===== src/rtl/csa_accumulator_if.sv =====
// Operand stream in, resolved group result out, both valid/ready.
// The accumulator takes the slave side; the source/sink takes the master side.
interface csa_accumulator_if #(
  parameter int N     = 4,
  parameter int ACC_W = 8
);
  logic             in_valid;
  logic             in_ready;
  logic [N-1:0]     in_data;
  logic             in_last;
  logic             out_valid;
  logic             out_ready;
  logic [ACC_W-1:0] out_sum;
  logic [4:0]       out_count;
  logic             out_ovf;

  modport master (
    output in_valid, in_data, in_last, out_ready,
    input  in_ready, out_valid, out_sum, out_count, out_ovf
  );

  modport slave (
    input  in_valid, in_data, in_last, out_ready,
    output in_ready, out_valid, out_sum, out_count, out_ovf
  );
endinterface


===== src/rtl/csa_accumulator.sv =====
// Streaming group accumulator: 3:2 carry-save fold per beat, then a resolve to one sum.
// Build macro CSA_ACC_FAST_RESOLVE_EN selects a one-cycle full-adder resolve instead of bit-serial.
module csa_accumulator #(
  parameter int N       = 4,
  parameter int ACC_W   = 8,
  parameter int MAX_OPS = 17
) (
  input  logic               clk,
  input  logic               rst,
  csa_accumulator_if.slave   bus
);

  typedef enum logic [1:0] {ACCUM, RESOLVE, DONE} state_t;

  state_t           state_q;
  logic [ACC_W-1:0] s_q, c_q, res_q;
  logic [ACC_W-1:0] x, s_d, c_d;
  logic [4:0]       cnt_q, cnt_d;
  logic             ovf_q, ovf_d;
  logic             accept;

`ifndef CSA_ACC_FAST_RESOLVE_EN
  localparam int IW = (ACC_W > 1) ? $clog2(ACC_W) : 1;
  logic [IW-1:0] i_q;
  logic          k_q;
  logic          s_bit, c_bit;

  assign s_bit = s_q[i_q];
  assign c_bit = c_q[i_q];
`endif

  assign x = ACC_W'(bus.in_data);

  // Carry-save compression: the carry vector is shifted up one bit and its top bit dropped.
  assign c_d[0] = 1'b0;
  for (genvar gi = 0; gi < ACC_W; gi++) begin : g_csa
    assign s_d[gi] = s_q[gi] ^ c_q[gi] ^ x[gi];
    if (gi > 0) begin : g_carry
      assign c_d[gi] = (s_q[gi-1] & c_q[gi-1]) | (s_q[gi-1] & x[gi-1]) | (c_q[gi-1] & x[gi-1]);
    end
  end

  assign cnt_d = (cnt_q == 5'd31) ? cnt_q : cnt_q + 5'd1;
  assign ovf_d = ovf_q | (32'(cnt_q) >= 32'(MAX_OPS));

  // Reset gates in_ready so nothing is taken while the block is held.
  assign bus.in_ready  = (state_q == ACCUM) && !rst;
  assign accept        = bus.in_valid && bus.in_ready;
  assign bus.out_valid = (state_q == DONE);
  assign bus.out_sum   = res_q;
  assign bus.out_count = cnt_q;
  assign bus.out_ovf   = ovf_q;

  always_ff @(posedge clk) begin
    if (rst) begin
      state_q <= ACCUM;
      s_q     <= '0;
      c_q     <= '0;
      res_q   <= '0;
      cnt_q   <= '0;
      ovf_q   <= 1'b0;
`ifndef CSA_ACC_FAST_RESOLVE_EN
      i_q     <= '0;
      k_q     <= 1'b0;
`endif
    end else begin
      case (state_q)
        ACCUM: begin
          if (accept) begin
            s_q   <= s_d;
            c_q   <= c_d;
            cnt_q <= cnt_d;
            ovf_q <= ovf_d;
            if (bus.in_last) begin
              state_q <= RESOLVE;
`ifndef CSA_ACC_FAST_RESOLVE_EN
              i_q     <= '0;
              k_q     <= 1'b0;
`endif
            end
          end
        end
        RESOLVE: begin
`ifdef CSA_ACC_FAST_RESOLVE_EN
          res_q   <= s_q + c_q;
          state_q <= DONE;
`else
          // Result bits enter at the top and shift down; bit 0 lands last.
          res_q <= {s_bit ^ c_bit ^ k_q, res_q[ACC_W-1:1]};
          k_q   <= (s_bit & c_bit) | (s_bit & k_q) | (c_bit & k_q);
          i_q   <= i_q + 1'b1;
          if (i_q == IW'(ACC_W - 1)) begin
            state_q <= DONE;
          end
`endif
        end
        DONE: begin
          if (bus.out_ready) begin
            s_q     <= '0;
            c_q     <= '0;
            cnt_q   <= '0;
            ovf_q   <= 1'b0;
            state_q <= ACCUM;
          end
        end
        default: state_q <= ACCUM;
      endcase
    end
  end

endmodule


===== src/flat_wrapper.sv =====
// flat-port wrapper written by rule: the top's interface ports become plain ports
module csa_accumulator_flat 
#(
  parameter int N       = 4,
  parameter int ACC_W   = 8,
  parameter int MAX_OPS = 17
)
  (clk, rst, bus_in_valid, bus_in_data, bus_in_last, bus_out_ready, bus_in_ready, bus_out_valid, bus_out_sum, bus_out_count, bus_out_ovf);
  csa_accumulator_if #(.N(N), .ACC_W(ACC_W)) bus_i ();
  input  logic clk;
  input  logic rst;
  input wire logic [$bits(bus_i.in_valid)-1:0] bus_in_valid;
  input wire logic [$bits(bus_i.in_data)-1:0] bus_in_data;
  input wire logic [$bits(bus_i.in_last)-1:0] bus_in_last;
  input wire logic [$bits(bus_i.out_ready)-1:0] bus_out_ready;
  output wire logic [$bits(bus_i.in_ready)-1:0] bus_in_ready;
  output wire logic [$bits(bus_i.out_valid)-1:0] bus_out_valid;
  output wire logic [$bits(bus_i.out_sum)-1:0] bus_out_sum;
  output wire logic [$bits(bus_i.out_count)-1:0] bus_out_count;
  output wire logic [$bits(bus_i.out_ovf)-1:0] bus_out_ovf;
  assign bus_i.in_valid = bus_in_valid;
  assign bus_i.in_data = bus_in_data;
  assign bus_i.in_last = bus_in_last;
  assign bus_i.out_ready = bus_out_ready;
  assign bus_in_ready = bus_i.in_ready;
  assign bus_out_valid = bus_i.out_valid;
  assign bus_out_sum = bus_i.out_sum;
  assign bus_out_count = bus_i.out_count;
  assign bus_out_ovf = bus_i.out_ovf;
  csa_accumulator #(.N(N), .ACC_W(ACC_W), .MAX_OPS(MAX_OPS)) u_core (.clk(clk), .rst(rst), .bus(bus_i));
endmodule

===== config.mk =====
export PLATFORM = sky130hd
export DESIGN_NAME = csa_accumulator_flat
export DESIGN_NICKNAME = d
export VERILOG_FILES = /design/src/rtl/csa_accumulator_if.sv /design/src/rtl/csa_accumulator.sv /design/src/flat_wrapper.sv
export SDC_FILE = /design/constraint.sdc
export NUM_CORES = 1
export LEC_CHECK = 0
export ABC_CLOCK_PERIOD_IN_PS = 5100
export CORE_AREA = 2 2 70 72
export CTS_CLUSTER_SIZE = 20
export DETAILED_ROUTE_END_ITERATION = 16
export DIE_AREA = 0 0 72 74
export GPL_TIMING_DRIVEN = 0
export PLACE_DENSITY = 0.66
export SLEW_MARGIN = 20
export SYNTH_ARGS = -nofsm -noshare
export SYNTH_HDL_FRONTEND = slang
export SYNTH_SLANG_ARGS = --single-unit

===== constraint.sdc =====
create_clock -name clk -period 5.1 [get_ports clk]
set_clock_uncertainty 0.1 [all_clocks]
set_input_delay 1.02 -clock clk [delete_from_list [all_inputs] [get_ports clk]]
set_output_delay 1.02 -clock clk [all_outputs]
set_load 0.01 [all_outputs]

* After elaboration in Yosys (flattened, before gate mapping)
Cells that the tools add are included.
Word-level totals: word-level logic and storage cells 101, register bits 36
Cells by class: magnitude comparators 2, mux-type cells 27, bitwise logic cells 43, reductions and logical operators 10, $add $sub $neg 2, equal/unequal tests 9
Operators with widths (number):
- 8-bit case mux with 2 select lines | 2
- 8-bit two-way mux | 3
- 1-bit AND | 18
- 5-bit two-way mux | 3
- 1-bit XOR | 14
- 1-bit bitwise OR | 11
- 5-bit case mux with 2 select lines | 1
- 2-bit two-way mux | 4
- 4-bit AND reduction | 2
- 1-bit binary-select mux with 3-bit select | 2
- 1-bit two-way mux | 6
- 3-bit two-way mux | 2
- 2-bit != test, second input constant | 3
- 2-bit case mux with 3 select lines | 1
- 3-bit case mux with 2 select lines | 1
- 3-bit AND reduction | 2
- 5-bit by 1-bit adder with 5-bit output, second input constant | 1
- 5-bit == test, second input constant | 1
- 5-bit >= comparator, second input constant | 1
- 3-bit by 4-bit < comparator with 1-bit output, second input constant | 1
- 2-bit by 1-bit != test with 1-bit output, second input constant | 2
- 1-bit case mux with 2 select lines | 2
- 2-bit nonzero test | 2
- 3-bit by 1-bit adder with 3-bit output, second input constant | 1
- other kinds (6) | 7

* Longest topological paths before layout
word-level depth 6, mapped depth 7, gate-level depth less buffers 6

* Worst setup path before layout
OpenSTA, ideal clock, no wires.
path type in2out, start point in rst, end point out bus_in_ready, path buffers 2, data required time 3.980 ns, arrival time 1.636 ns, stages on the path 3, slack 2.344 ns, cell sequence clkbuf_1 -> clkbuf_1 -> nor3_1
On the way: longest elaborated chain between the ends 2
Ends and longest elaborated chain:
- start, declared | line flat_wrapper.sv:11 | input logic rst;
- 1-bit zero test | line csa_accumulator.sv:47 | assign bus.in_ready = (state_q == ACCUM) && !rst;
- 1-bit logical AND | line csa_accumulator.sv:47
- end, declared | line flat_wrapper.sv:16 | output wire logic [$bits(bus_i.in_ready)-1:0] bus_in_ready;
No other way between the ends.

* Final worst setup path
Ends and elaborated chain as after synthesis.

==> flow_summary.json <==
{
  "io_pins": 25,
  "regToRegSetupSlack_ns": 2.62,
  "drtPass1Iterations": 4,
  "place_inst": 276,
  "swShare_pct": 23.2,
  "antenna_found_initial": 0,
  "cp.arrival_ns": 2.92,
  "dieWidth_um": 72,
  "grt_pass1_wl_mm": 6.11,
  "drc": 0,
  "cts_resized": 0,
  "die_h_um": 74,
  "hold_start": "u_core.bus.out_sum[0]$_SDFFE_PP0P_",
  "synth_area_per_cell_um2": 8.85,
  "intPower_w": 0.000446,
  "ys_seq_elements": 35,
  "synth_top_area_cell": "dfxtp_1",
  "slew_violations": 0,
  "n_antenna_cell": 0,
  "powerDensity_nw_per_um2": 267,
  "fin_crit_ns": 4.04,
  "yosys-top-cells-area": "dfxtp_1 (40%), nand2_1 (7.5%), a21oi_1 (7.1%), ha_1 (6.4%), nand3_1 (4.9%)",
  "grt-ovfl-total": 0,
  "post-dp-hpwl_mm": 2.67,
  "ctsHtreeMaxLevel": 2,
  "grt_max_degree": 13,
  "synth_cell_type_count": 33,
  "routed_via_density": 5.17,
  "initial_core_util_pct": 38.1,
  "critPathTopFamily": "buffers and inverters",
  "wirelength_mm": 3.65,
  "crit_chain": "clkdlybuf4s50_1 -> clkbuf_1 -> clkbuf_1 -> nor3_1 -> clkdlybuf4s50_1",
  "status": "finished, final reports clean",
  "area_delta_synth_final_pct": 24.0,
  "nets": 251,
  "power_frac_comb_pct": 8.5,
  "rr_startpoint": "u_core.bus.out_count[0]$_SDFFE_PP0P_",
  "path_max_fanout": 10,
  "hold_violations": 0,
  "p_seq_share_pct": 48.8,
  "max_freq_mhz": 248,
  "slew_headroom_pct": 36.5,
  "hold_path_class": "reg -> reg",
  "place_ws_ns": 1.07,
  "synth-edff-count": 0,
  "hold_buffers": 0,
  "hold_path_depth": 2,
  "p_sw_w": 0.000135,
  "syn_area_um2": 1750,
  "layout_setup_ws_ns": 1.06,
  "tritoncts": "built",
  "seq_area_frac_synth_pct": 40.0,
  "synth_nets": 220,
  "drive_gt1_share_pct": 8.70,
  "wl_per_cell_um": 12.9,
  "grt_pass1_vias": 1332,
  "synth_cells": 198,
  "crit_type": "in -> out",
  "rows": 25,
  "numCtsBuffers": 5,
  "final_cells": 284,
  "core_um2": 4600,
  "root_buffer": "clkbuf_8",
  "seq_area_um2": 701,
  "min_to": "u_core.bus.out_sum[0]$_SDFFE_PP0P_",
  "antenna_left": 0,
  "slowest_stage": "clkdlybuf4s50_1",
  "clkLatencyLatePin_ns": 0.29,
  "vias": 1469,
  "fillers": 446,
  "period_share_pct": 79.2,
  "r2r-end": "u_core.bus.out_count[4]$_SDFFE_PP0P_",
  "rsz0062_at_grt": "false",
  "async_flop_share_pct": 0,
  "setup_viol": 0,
  "yosys-top-cells-count": "dfxtp_1 (35), nand2_1 (35), a21oi_1 (25), nand3_1 (17), clkbuf_1 (13)",
  "worst_slew_pin_slew_ns": 0.939,
  "grt.total_usage_pct": 14.7,
  "yosysWarningCount": 0,
  "post_cts_buffers": 0,
  "place.gp.congestion": 0.761,
  "yosysTopAreaCellShare_pct": 40.0,
  "crit_buf_inv": 4,
  "leakage_nw": 0.761,
  "vdd_drop_max_v": 0.000135,
  "clk_path_buf_depth": 2,
  "multi_input_area_um2": 972,
  "rr_worst_depth": 7,
  "crit_path_max_incr_delay_ns": 0.54,
  "worst_setup_path_end_kind": "primary output",
  "required_ns": 3.98,
  "dieArea_um2": 5330,
  "max_cap_violations": 0,
  "ys_dominant_reg_cell": "dfxtp_1",
  "drt_iter0_drc": 104,
  "clk_pin_slew_ns": 0.07,
  "fin_setup_tns_ns": 0,
  "p_clk_share_pct": 42.7,
  "port_buffers": 24,
  "cts.sinks": 35,
  "setup.worst_path.start_class": "input pin"
}
## metrics by stage
step,hold WS [ns],cell area (um2),util [%],power [W]
finish,0.357,2170,47.3,0.000581
global route,0.388,2170,47.3,0.000606
CTS,0.363,2170,47.3,0.000587
detailed placement,0.352,2060,44.8,0.000340
global placement,0.344,2060,44.8,0.000339
floorplan,0.354,1750,-,0.000319
## power groups by stage
stage,Sequential [W],Combinational [W],Clock (W)
after global placement,0.000290,0.0000490,0
after CTS,0.000284,0.0000495,0.000253
final,0.000284,0.0000492,0.000248
after floorplan,0.000289,0.0000302,0
after global routing,0.000285,0.0000551,0.000266
after detailed placement,0.000290,0.0000494,0
## layout make-up
class                           instances  area share (%)
Multi-Input combinational cell        142            44.7
Clock buffer                            5            3.17
Inverter                                6            1.04
Buffer                                 15            2.65
Sequential cell                        35            32.2
Timing Repair Buffer                   24            11.1
Clock inverter                          3            2.01
Tap cell                               54            3.11
## flip-flops by register name, summed over array words and instances (netlist names)
register              cells
u_core.bus.out_count      5
u_core.bus.out_ovf        1
u_core.bus.out_sum        8
u_core.c_q                7
u_core.i_q                3
u_core.k_q                1
u_core.s_q                8
u_core.state_q            2
## layout by cell type, fill, tap and decap left out, types with 2 or more instances in the layout
cell / netlist / routed
nand2_1: 35 / 35
dfxtp_1: 35 / 35
a21oi_1: 25 / 25
clkdlybuf4s50_1: 0 / 24
nand3_1: 17 / 17
clkbuf_1: 13 / 13
ha_1: 9 / 9
inv_1: 6 / 6
nand3b_1: 5 / 5
nand2b_1: 5 / 5
clkbuf_8: 0 / 5
mux2i_1: 4 / 4
o21ai_0: 4 / 4
fa_1: 4 / 4
mux4_2: 3 / 3
mux2_2: 3 / 3
or3b_2: 3 / 3
a31oi_1: 3 / 3
a22o_1: 3 / 3
nor2b_1: 2 / 2
nor3_1: 2 / 2
or4b_1: 2 / 2
or4_1: 2 / 2
nor2_1: 2 / 2
## worst max-delay path by stage
stage	startpoint	slack [ns]	cells past startpoint	to
3_5_place_dp	rst	1.07	5	bus_in_ready
2_1_floorplan	rst	2.34	3	bus_in_ready
4_1_cts	rst	1.08	5	bus_in_ready
3_3_place_gp	rst	1.12	5	bus_in_ready
6_report	rst	1.06	5	bus_in_ready
5_1_grt	rst	0.96	5	bus_in_ready
## cells by family (layout without fill, tap and decap cells)
| family | count (synthesis) | count (layout) | synth area share, % |
|---|---|---|---|
| AO/OA/AOI/OAI | 40 | 40 | 13.1 |
| multiplexers | 10 | 10 | 8.07 |
| buffers and inverters | 21 | 53 | 4.57 |
| AND/OR/NAND/NOR | 79 | 79 | 23.3 |
| flip-flops | 35 | 35 | 40.0 |
| adder cells (fa/ha/maj) | 13 | 13 | 11.0 |
## layer usage
metal	share of wire [%]	wire, um	track usage, %	up-vias
li1	-	-	-	755
met1	49	1800	19.2	683
met2	46	1690	24.1	25
met3	3.7	136	3.79	6
met4	0.82	30	5.03	0
met5	0	0	0	-
## tightest hold or removal path: stages (launching register included)
cell and delay, ns:
dfxtp_1 0.31, nand2_1 0.05, a21oi_1 0.05
(Power assumes the default switching activity.)
